==> config.mk <==
export PLATFORM = sky130hd
export DESIGN_NAME = aidc_lite_comp_core_flat
export DESIGN_NICKNAME = d
export VERILOG_FILES = /design/src/rtl/aidc_lite_comp_core_pkg.sv /design/src/rtl/aidc_lite_comp_core_if.sv /design/src/rtl/aidc_lite_comp_core.sv /design/src/flat_wrapper.sv
export SDC_FILE = /design/constraint.sdc
export NUM_CORES = 2
export LEC_CHECK = 0
export CORE_MARGIN = 2
export CORE_UTILIZATION = 35
export CTS_CLUSTER_SIZE = 20
export DETAILED_ROUTE_END_ITERATION = 6
export HOLD_SLACK_MARGIN = 0.1
export PLACE_DENSITY = 0.47
export SYNTH_ARGS = -nofsm -noshare
export SYNTH_HDL_FRONTEND = slang
export SYNTH_SLANG_ARGS = --single-unit
==> constraint.sdc <==
create_clock -name clk -period 6 [get_ports clk]
set_input_delay 1.2 -clock clk [delete_from_list [all_inputs] [get_ports clk]]
set_output_delay 1.2 -clock clk [all_outputs]
set_load 0.01 [all_outputs]
==> src/rtl/aidc_lite_comp_core_pkg.sv <==
// Shared types and sizing constants for the zero-word compaction core.
// Consumers: aidc_lite_comp_core_if, aidc_lite_comp_core.
package aidc_lite_comp_pkg;

  localparam int BLK_WORDS = 32;
  localparam int BUF_DEPTH = 16;
  localparam int BUF_AW    = 4;
  localparam int SIZE_W    = 6;
  localparam int MEM_AW    = $clog2(BLK_WORDS);

  typedef enum logic [1:0] {
    ST_IDLE,
    ST_SCAN,
    ST_TAIL,
    ST_OUT
  } state_e;

endpackage

==> src/rtl/aidc_lite_comp_core_if.sv <==
// Engine-side bus of the compaction core: start/ready, staging-buffer reads
// and the first-word-fall-through output port.
interface aidc_lite_comp_core_if;
  import aidc_lite_comp_pkg::*;

  logic              start_i;
  logic              ready_o;
  logic              buf_rden_o;
  logic [BUF_AW-1:0] buf_raddr_o;
  logic [63:0]       buf_rdata_i;
  logic              out_avail_o;
  logic [SIZE_W-1:0] size_o;
  logic              raw_o;
  logic              rden_i;
  logic [31:0]       rdata_o;

  modport slave (
    input  start_i, buf_rdata_i, rden_i,
    output ready_o, buf_rden_o, buf_raddr_o, out_avail_o, size_o, raw_o, rdata_o
  );

  modport master (
    output start_i, buf_rdata_i, rden_i,
    input  ready_o, buf_rden_o, buf_raddr_o, out_avail_o, size_o, raw_o, rdata_o
  );

endinterface

==> src/rtl/aidc_lite_comp_core.sv <==
// Zero-word compaction of a 128-byte block: bitmap header plus non-zero words.
// Optional macro AIDC_LITE_COMP_RAW_FALLBACK_EN emits fully dense blocks raw.
//
//   state   | meaning
//   IDLE    | ready for start_i
//   SCAN    | reading staging entries 0..15
//   TAIL    | absorbing the last read datum, latching size
//   OUT     | compressed block available for popping
module aidc_lite_comp_core
  import aidc_lite_comp_pkg::*;
(
  input logic                  clk,
  input logic                  rst,
  aidc_lite_comp_core_if.slave bus
);

  state_e              state_q;
  logic                ready_q;
  logic                buf_rden_q;
  logic [BUF_AW-1:0]   buf_raddr_q;
  logic                rd_vld_q;
  logic [BUF_AW-1:0]   rd_idx_q;
  logic [BLK_WORDS-1:0] bitmap_q;
  logic [SIZE_W-1:0]   wr_ptr_q;
  logic [SIZE_W-1:0]   rd_ptr_q;
  logic [SIZE_W-1:0]   size_q;
  logic                out_avail_q;
  logic [31:0]         comp_mem [BLK_WORDS];
`ifdef AIDC_LITE_COMP_RAW_FALLBACK_EN
  logic                raw_q;
`endif

  logic [31:0]       lo_w, hi_w, rdata_d;
  logic              lo_nz, hi_nz, absorb;
  logic [SIZE_W-1:0] nz_add, nz_total;
  logic [MEM_AW-1:0] hi_idx, rd_m1;

  assign lo_w     = bus.buf_rdata_i[31:0];
  assign hi_w     = bus.buf_rdata_i[63:32];
  assign lo_nz    = (lo_w != 32'h0);
  assign hi_nz    = (hi_w != 32'h0);
  // Data returning after a reset or outside the scan window is dropped here.
  assign absorb   = rd_vld_q && (state_q == ST_SCAN || state_q == ST_TAIL);
  assign nz_add   = {{(SIZE_W-1){1'b0}}, lo_nz} + {{(SIZE_W-1){1'b0}}, hi_nz};
  assign nz_total = wr_ptr_q + (absorb ? nz_add : '0);
  assign hi_idx   = wr_ptr_q[MEM_AW-1:0] + {{(MEM_AW-1){1'b0}}, lo_nz};
  assign rd_m1    = rd_ptr_q[MEM_AW-1:0] - 1'b1;

  always_ff @(posedge clk) begin
    if (absorb) begin
      if (lo_nz) comp_mem[wr_ptr_q[MEM_AW-1:0]] <= lo_w;
      if (hi_nz) comp_mem[hi_idx] <= hi_w;
    end
  end

  always_ff @(posedge clk) begin
    if (rst) begin
      state_q     <= ST_IDLE;
      ready_q     <= 1'b1;
      buf_rden_q  <= 1'b0;
      buf_raddr_q <= '0;
      rd_vld_q    <= 1'b0;
      rd_idx_q    <= '0;
      bitmap_q    <= '0;
      wr_ptr_q    <= '0;
      rd_ptr_q    <= '0;
      size_q      <= '0;
      out_avail_q <= 1'b0;
`ifdef AIDC_LITE_COMP_RAW_FALLBACK_EN
      raw_q       <= 1'b0;
`endif
    end else begin
      rd_vld_q <= buf_rden_q;
      rd_idx_q <= buf_raddr_q;
      if (absorb) begin
        bitmap_q[{rd_idx_q, 1'b0}] <= lo_nz;
        bitmap_q[{rd_idx_q, 1'b1}] <= hi_nz;
        wr_ptr_q                   <= nz_total;
      end
      case (state_q)
        ST_IDLE: begin
          if (bus.start_i) begin
            state_q     <= ST_SCAN;
            ready_q     <= 1'b0;
            buf_rden_q  <= 1'b1;
            buf_raddr_q <= '0;
            bitmap_q    <= '0;
            wr_ptr_q    <= '0;
            rd_ptr_q    <= '0;
            size_q      <= '0;
`ifdef AIDC_LITE_COMP_RAW_FALLBACK_EN
            raw_q       <= 1'b0;
`endif
          end
        end
        ST_SCAN: begin
          if (buf_raddr_q == BUF_AW'(BUF_DEPTH - 1)) begin
            buf_rden_q  <= 1'b0;
            buf_raddr_q <= '0;
            state_q     <= ST_TAIL;
          end else begin
            buf_raddr_q <= buf_raddr_q + 1'b1;
          end
        end
        ST_TAIL: begin
          state_q     <= ST_OUT;
          out_avail_q <= 1'b1;
`ifdef AIDC_LITE_COMP_RAW_FALLBACK_EN
          if (nz_total == SIZE_W'(BLK_WORDS)) begin
            size_q <= SIZE_W'(BLK_WORDS);
            raw_q  <= 1'b1;
          end else begin
            size_q <= nz_total + 1'b1;
          end
`else
          size_q      <= nz_total + 1'b1;
`endif
        end
        ST_OUT: begin
          if (bus.rden_i) begin
            if (rd_ptr_q == size_q - 1'b1) begin
              state_q     <= ST_IDLE;
              out_avail_q <= 1'b0;
              ready_q     <= 1'b1;
              rd_ptr_q    <= '0;
            end else begin
              rd_ptr_q <= rd_ptr_q + 1'b1;
            end
          end
        end
        default: state_q <= ST_IDLE;
      endcase
    end
  end

  // Word 0 is the bitmap header; payload word n lives at comp_mem[n-1].
  always_comb begin
    rdata_d = 32'h0;
    if (out_avail_q) begin
`ifdef AIDC_LITE_COMP_RAW_FALLBACK_EN
      if (raw_q)                rdata_d = comp_mem[rd_ptr_q[MEM_AW-1:0]];
      else if (rd_ptr_q == '0)  rdata_d = bitmap_q;
      else                      rdata_d = comp_mem[rd_m1];
`else
      if (rd_ptr_q == '0)       rdata_d = bitmap_q;
      else                      rdata_d = comp_mem[rd_m1];
`endif
    end
  end

  assign bus.ready_o     = ready_q;
  assign bus.buf_rden_o  = buf_rden_q;
  assign bus.buf_raddr_o = buf_raddr_q;
  assign bus.out_avail_o = out_avail_q;
  assign bus.size_o      = size_q;
  assign bus.rdata_o     = rdata_d;
`ifdef AIDC_LITE_COMP_RAW_FALLBACK_EN
  assign bus.raw_o       = raw_q;
`else
  assign bus.raw_o       = 1'b0;
`endif

endmodule

==> src/flat_wrapper.sv <==
// flat-port wrapper written by rule: the top's interface ports become plain ports
module aidc_lite_comp_core_flat import aidc_lite_comp_pkg::*;
  (clk, rst, bus_start_i, bus_buf_rdata_i, bus_rden_i, bus_ready_o, bus_buf_rden_o, bus_buf_raddr_o, bus_out_avail_o, bus_size_o, bus_raw_o, bus_rdata_o);
  aidc_lite_comp_core_if bus_i ();
  input logic clk;
  input logic rst;
  input wire logic [$bits(bus_i.start_i)-1:0] bus_start_i;
  input wire logic [$bits(bus_i.buf_rdata_i)-1:0] bus_buf_rdata_i;
  input wire logic [$bits(bus_i.rden_i)-1:0] bus_rden_i;
  output wire logic [$bits(bus_i.ready_o)-1:0] bus_ready_o;
  output wire logic [$bits(bus_i.buf_rden_o)-1:0] bus_buf_rden_o;
  output wire logic [$bits(bus_i.buf_raddr_o)-1:0] bus_buf_raddr_o;
  output wire logic [$bits(bus_i.out_avail_o)-1:0] bus_out_avail_o;
  output wire logic [$bits(bus_i.size_o)-1:0] bus_size_o;
  output wire logic [$bits(bus_i.raw_o)-1:0] bus_raw_o;
  output wire logic [$bits(bus_i.rdata_o)-1:0] bus_rdata_o;
  assign bus_i.start_i = bus_start_i;
  assign bus_i.buf_rdata_i = bus_buf_rdata_i;
  assign bus_i.rden_i = bus_rden_i;
  assign bus_ready_o = bus_i.ready_o;
  assign bus_buf_rden_o = bus_i.buf_rden_o;
  assign bus_buf_raddr_o = bus_i.buf_raddr_o;
  assign bus_out_avail_o = bus_i.out_avail_o;
  assign bus_size_o = bus_i.size_o;
  assign bus_raw_o = bus_i.raw_o;
  assign bus_rdata_o = bus_i.rdata_o;
  aidc_lite_comp_core u_core (.clk(clk), .rst(rst), .bus(bus_i));
endmodule
==> Word level (Yosys, flattened, before mapping) <==
Memory sizes are Yosys's and may differ from the RTL's.
Index checks and enable logic that the tools add are counted.
{ "classes": {"mux": 44, "n_eq_ne": 9, "order_cmp": 4, "n_addsub": 8, "reduce_logical": 19} }
{ "ops": {"columns": ["operator", "n"], "rows": [
  ["32-bit two-way mux", 5],
  ["32-bit bitwise mux", 2],
  ["32-bit nonzero test", 2],
  ["6-bit two-way mux", 7],
  ["6-bit case mux with 2 select lines", 2],
  ["1-bit two-way mux", 15],
  ["6-bit by 1-bit adder with 6-bit output (second input constant)", 2],
  ["5-bit by 6-bit less-than comparator with 1-bit output (second input constant)", 2],
  ["5-bit by 1-bit >= comparator with 1-bit output (second input constant)", 2],
  ["3-bit AND reduction", 3],
  ["1-bit demux with 4-bit select", 2],
  ["2-bit two-way mux", 4],
  ["4-bit two-way mux", 2],
  ["2-bit case mux with 4 select lines", 1],
  ["4-bit case mux with 2 select lines", 1],
  ["4-bit AND reduction", 2],
  ["2-bit nonzero test", 4],
  ["6-bit adder", 1],
  ["6-bit equality test", 1],
  ["6-bit zero test", 1],
  ["2-bit inequality test (second input constant)", 3],
  ["1-bit case mux with 2 select lines", 3],
  ["6-bit by 1-bit subtractor with 6-bit output (second input constant)", 1],
  ["5-bit by 1-bit adder with 5-bit output", 1],
  ["11 further kinds", 15]
]} }
{ "totals": {"out_inout_bits": 46, "inputBits": 68, "wordCells": 96, "n_memories": 1, "reg_bits": 64, "mem_bits_rw": 1024} }
{ "mem_list": {"columns": ["name", "depth", "word_bits", "read_ports", "rd_ports_with_merged_regs", "write_ports", "line", "source"], "rows": [
  ["u_core.comp_mem", 32, 32, 1, 0, 2, "aidc_lite_comp_core.sv:28", "logic [31:0] comp_mem [BLK_WORDS];"]
]} }

==> Longest topological paths before layout <==
{ "depth": {"word_depth": 9, "mapped_depth": 16, "depth_no_buf": 14} }

==> Least setup slack after synthesis <==
No wires, ideal clock.
{ "synth_timing": {"path_kind": "input-to-reg", "startpoint": "input port bus_buf_rdata_i[25]", "endpoint": "memory u_core.comp_mem[29][0] (enable)", "slack_ns": 0.552, "t_required_ns": 5.567, "n_path_buf": 2, "t_arrival_ns": 5.015, "setup_time_ns": 0.433, "path_stages": 10, "path_cell_list": "nor4_1 nand4_1 nor2_1 inv_1 ha_1 ha_1 or4b_1 clkbuf_1 buf_2 o22ai_1"} }
{ "synth_rtl": {"columns": ["element", "line", "source"], "rows": [
  ["start: declaration", "flat_wrapper.sv:8", "input wire logic [$bits(bus_i.buf_rdata_i)-1:0] bus_buf_rdata_i;"],
  ["end: declaration", "aidc_lite_comp_core.sv:28", null]
]} }

==> Worst setup path after layout <==
{ "layout_timing": {"startpoint": "register u_core.rd_ptr_q[1]", "endpoint": "output port bus_rdata_o[26]"} }
{ "layout_via": {"elab_chain_len": 4, "word_cells_on_any_way": 5, "cone_classes": "1 x add/sub; 2 x mux; 1 x reduce/logical; 1 x memory"} }
{ "layout_rtl": {"columns": ["element", "line", "source"], "rows": [
  ["start: declaration", "aidc_lite_comp_core.sv:25", "logic [SIZE_W-1:0] rd_ptr_q;"],
  ["start signal: assignment", "aidc_lite_comp_core.sv:127", "rd_ptr_q <= rd_ptr_q + 1'b1;"],
  ["5-bit by 1-bit subtractor with 5-bit output", "aidc_lite_comp_core.sv:47", "assign rd_m1 = rd_ptr_q[MEM_AW-1:0] - 1'b1;"],
  ["memory 32 x 32 bit", null, null],
  ["32-bit two-way mux (*)", "aidc_lite_comp_core.sv:145", "if (rd_ptr_q == '0) rdata_d = bitmap_q;"],
  ["32-bit two-way mux (*)", "aidc_lite_comp_core.sv:139", "if (out_avail_q) begin"],
  ["end: declaration", "flat_wrapper.sv:16", "output wire logic [$bits(bus_i.rdata_o)-1:0] bus_rdata_o;"]
]} }
Every way passes the cells marked *; elsewhere a longest branch is shown, timed or not.

==> metrics <==
headroom to the max-slew limit 28.5%; Core Region ~160000 um2; wire length per cell roughly 34 um; DRT Wirelength about 200000 um; crit share post-route 97.4%; vias in the first global route approximately 35000; LEAKAGE approximately 22 nW; Reg clk slew, reported paths around 60 ps; antenna violations before repair 4; Post-Syn Nets 3559; crit-path max FO 35; Worst Tran Pin Value 1060 ps; asr flop ratio synth 0%; first-pass GRT wire length ~280000 um; slowest CP cell nor3_1; Post-synth EDFFs 1024; hold depth 2; #FFs+latches synth about 1100; routability cong. between 0.8 and 0.9; CTS tree built; top-area cell type share of the netlist area a little under three fifths; Pins Over Slew Limit 0; CP arrival 4640 ps; top cells by area, synth edfxtp_1 55%, mux2_2 20%, mux4_2 10%, mux2i_1 2.3%, dfxtp_1 2.3%; Detail Route Antenna Nets 0; area leader, netlist edfxtp_1; Final #Nets between 3000 and 4000; share of cells above drive strength 1 between 40% and 50%; vias per cell a little under 6; Bufs on Longest Clock Path 3; outcome complete, no violations; total power approximately 0.023 W; post-route setup TNS 0 ps; total number of yosys warnings 0; total CTS buffers about 130; critical path class reg2out; Peak VDD IR 448 uV; Required @ worst endpoint around 4800 ps; Reg2Reg Depth 8; CTS root buffer clkbuf_16; Final min period between 5000 and 6000 ps; Starting DRT DRC Count 3310; Avg Cell Area, Syn about 16 um2; Worst Clk Skew about 25 ps; Site Rows 146; final setup fails 0; Clock Latency Late Sink approximately 770 ps; GRT overflow 0; Syn Std Cell Area between 50000 and 60000 um2; Num Clock Sinks 1088; DIE HEIGHT 403 um; placed cells ~5600; max-cap violation count 0; ys flop type edfxtp_1; vias 33500; area delta synth->final 18.8%; element type at the critical path start flip-flop; hpwl dp 124000 um; 1st-pass router iterations 7; H-Tree Level Count 4; critical path depth 10; PD cells between 300 and 400 nW/um2; Mapped Cells 3475; Max Freq approximately 170 MHz; Die ar. between 150000 and 200000 um2; post-synth cell types 58; IO buf count approximately 110; drc violations 0; GR Util All Layers ~24%; ANT cells 0; cell family with most CP delay buffers and inverters; initial core utilization 35.2%; unrepaired setup endpoints after global routing false; Buf/Inv on CP 4; hold crit path type reg2reg; Non-Filler Instances 5808; CP Capture Type output port; crit-path cells inv_1 -> ha_4 -> buf_12 -> buf_4 -> mux4_2 -> mux2i_1 -> o22ai_1 -> nor3_1 -> nor2_1 -> clkdlybuf4s50_1; Hold Vio Cnt, Final 0; largest net degree at the start of global routing 75; Die Wd approximately 400 um; largest stage delay on the critical path roughly 710 ps; I/O pins 114; post-synthesis sequential area ratio ~57%
per-stage QoR:
stage / instance area [um2] / util, % / hold slack (ps) / worst slack (ps)
2_1_floorplan: 55800 / - / 475 / 552
3_3_place_gp: 62400 / 39.4 / 484 / -159
3_5_place_dp: 62400 / 39.4 / 487 / 25.3
4_1_cts: 66300 / 41.9 / 496 / 149
5_1_grt: 66300 / 41.9 / 523 / 93.5
6_report: 66300 / 41.9 / 493 / 157
power by group:
part | leakage [nW] | internal, W | switching [W]
Combinational | 9.90 | 0.00310 | 0.00389
Clock | 1.90 | 0.00422 | 0.00322
Sequential | 9.72 | 0.00838 | 0.0000592
Total | 21.5 | 0.0157 | 0.00716
cells by family (layout without fill, tap and decap cells):
kind of cell,count (synthesis),after routing,synth area share [%]
mux,1410,1410,33.5
flops,1088,1088,57.4
buf+inv,434,695,3.38
simple gates,294,294,2.55
compound gates,208,208,2.36
xor+xnor,23,23,0.361
fa+ha+maj,17,17,0.390
other cells,1,1,0.00672
layout make-up:
class | count | area (um2)
clock buffers | 178 | 3580
inverters | 14 | 52.6
multi-input cells | 1953 | 22600
repair buffers | 452 | 5140
well taps | 2072 | 2590
flip-flops and latches | 1088 | 32000
fillers | 14000 | 92100
clock inverters | 51 | 332
final timing paths:
path,start,slack (ps),endpoint
max,u_core.rd_ptr_q[1]$_SDFFE_PP0P_,160,bus_rdata_o[26]
max reg2reg,u_core.state_q[1]$_SDFFE_PP0P_,2730,u_core.comp_mem[30][7]$_DFFE_PP_
min,u_core.bus.ready_o$_SDFFE_PP1P_,490,u_core.bus.ready_o$_SDFFE_PP1P_
min reg2reg,u_core.bus.ready_o$_SDFFE_PP1P_,490,u_core.bus.ready_o$_SDFFE_PP1P_
worst register-to-register path: cells and delay by family, from the launching register on:
family	cells	cell delay [ps]
adder cells (fa/ha/maj)	1	410
buffers and inverters	3	640
flip-flops	1	390
multiplexers	1	390
AND/OR/NAND/NOR	3	1180
registers in the layout (all words and copies together), names as in the netlist:
name / cells
u_core.comp_mem: 1024
u_core.bitmap_q: 32
u_core.bus.size_o: 6
u_core.rd_ptr_q: 6
u_core.wr_ptr_q: 6
u_core.bus.buf_raddr_o: 4
u_core.rd_idx_q: 4
u_core.state_q: 2
u_core.bus.buf_rden_o: 1
u_core.bus.out_avail_o: 1
u_core.bus.ready_o: 1
u_core.rd_vld_q: 1
routing by layer:
layer | part of all wire (%) | vias to the layer above | global-route usage (%) | routed length [um]
met4 | 3.3 | 0 | 8.42 | 6570
met2 | 49 | 1259 | 40.3 | 96500
met1 | 42 | 17900 | 31.8 | 82100
met3 | 6.1 | 265 | 4.11 | 12100
met5 | 0 | - | 0 | 0
li1 | - | 14100 | - | -
synth_stat cells, types with 14 or more instances:
cell      number
dfxtp_1       64
nand2_1       26
clkbuf_1     277
edfxtp_1    1024
buf_4         22
mux2_2       975
ha_1          15
buf_2        111
mux2_1        20
o21ai_0       45
nor4_1        21
o22ai_1       89
mux2_4        29
nor3_1        42
a21oi_1       14
xnor2_1       14
mux2i_1      130
nor2_1       126
mux4_2       256
a211oi_1      34
inv_1         14
cell usage in the layout (no fill, tap or decap), drive strengths merged, types with 3 or more instances in the layout:
cell and instances:
xor2 9, o21ai 45, buf 340, clkbuf 178, dfxtp 64, a22oi 5
mux4 256, nor3 42, mux2 1024, o22a 4, a21oi 14, nand3 12
nor4 21, and2 5, clkinv 38, o21bai 4, ha 15, nor2 133
and3 5, edfxtp 1024, nand2 26, nor2b 9, mux2i 130, o22ai 89
clkdlybuf4s50 112, or4b 3, a211oi 34, or3 7, xnor2 14, nand2b 12
nand4 8, inv 24
repair_timing:
item	4_1_cts	5_1_grt
gates resized for setup	1	1
endpoints found under the setup margin	1	1
buffers inserted	0	0
hold buffers	0	0
No activity file was read; power rests on OpenSTA's default activity.
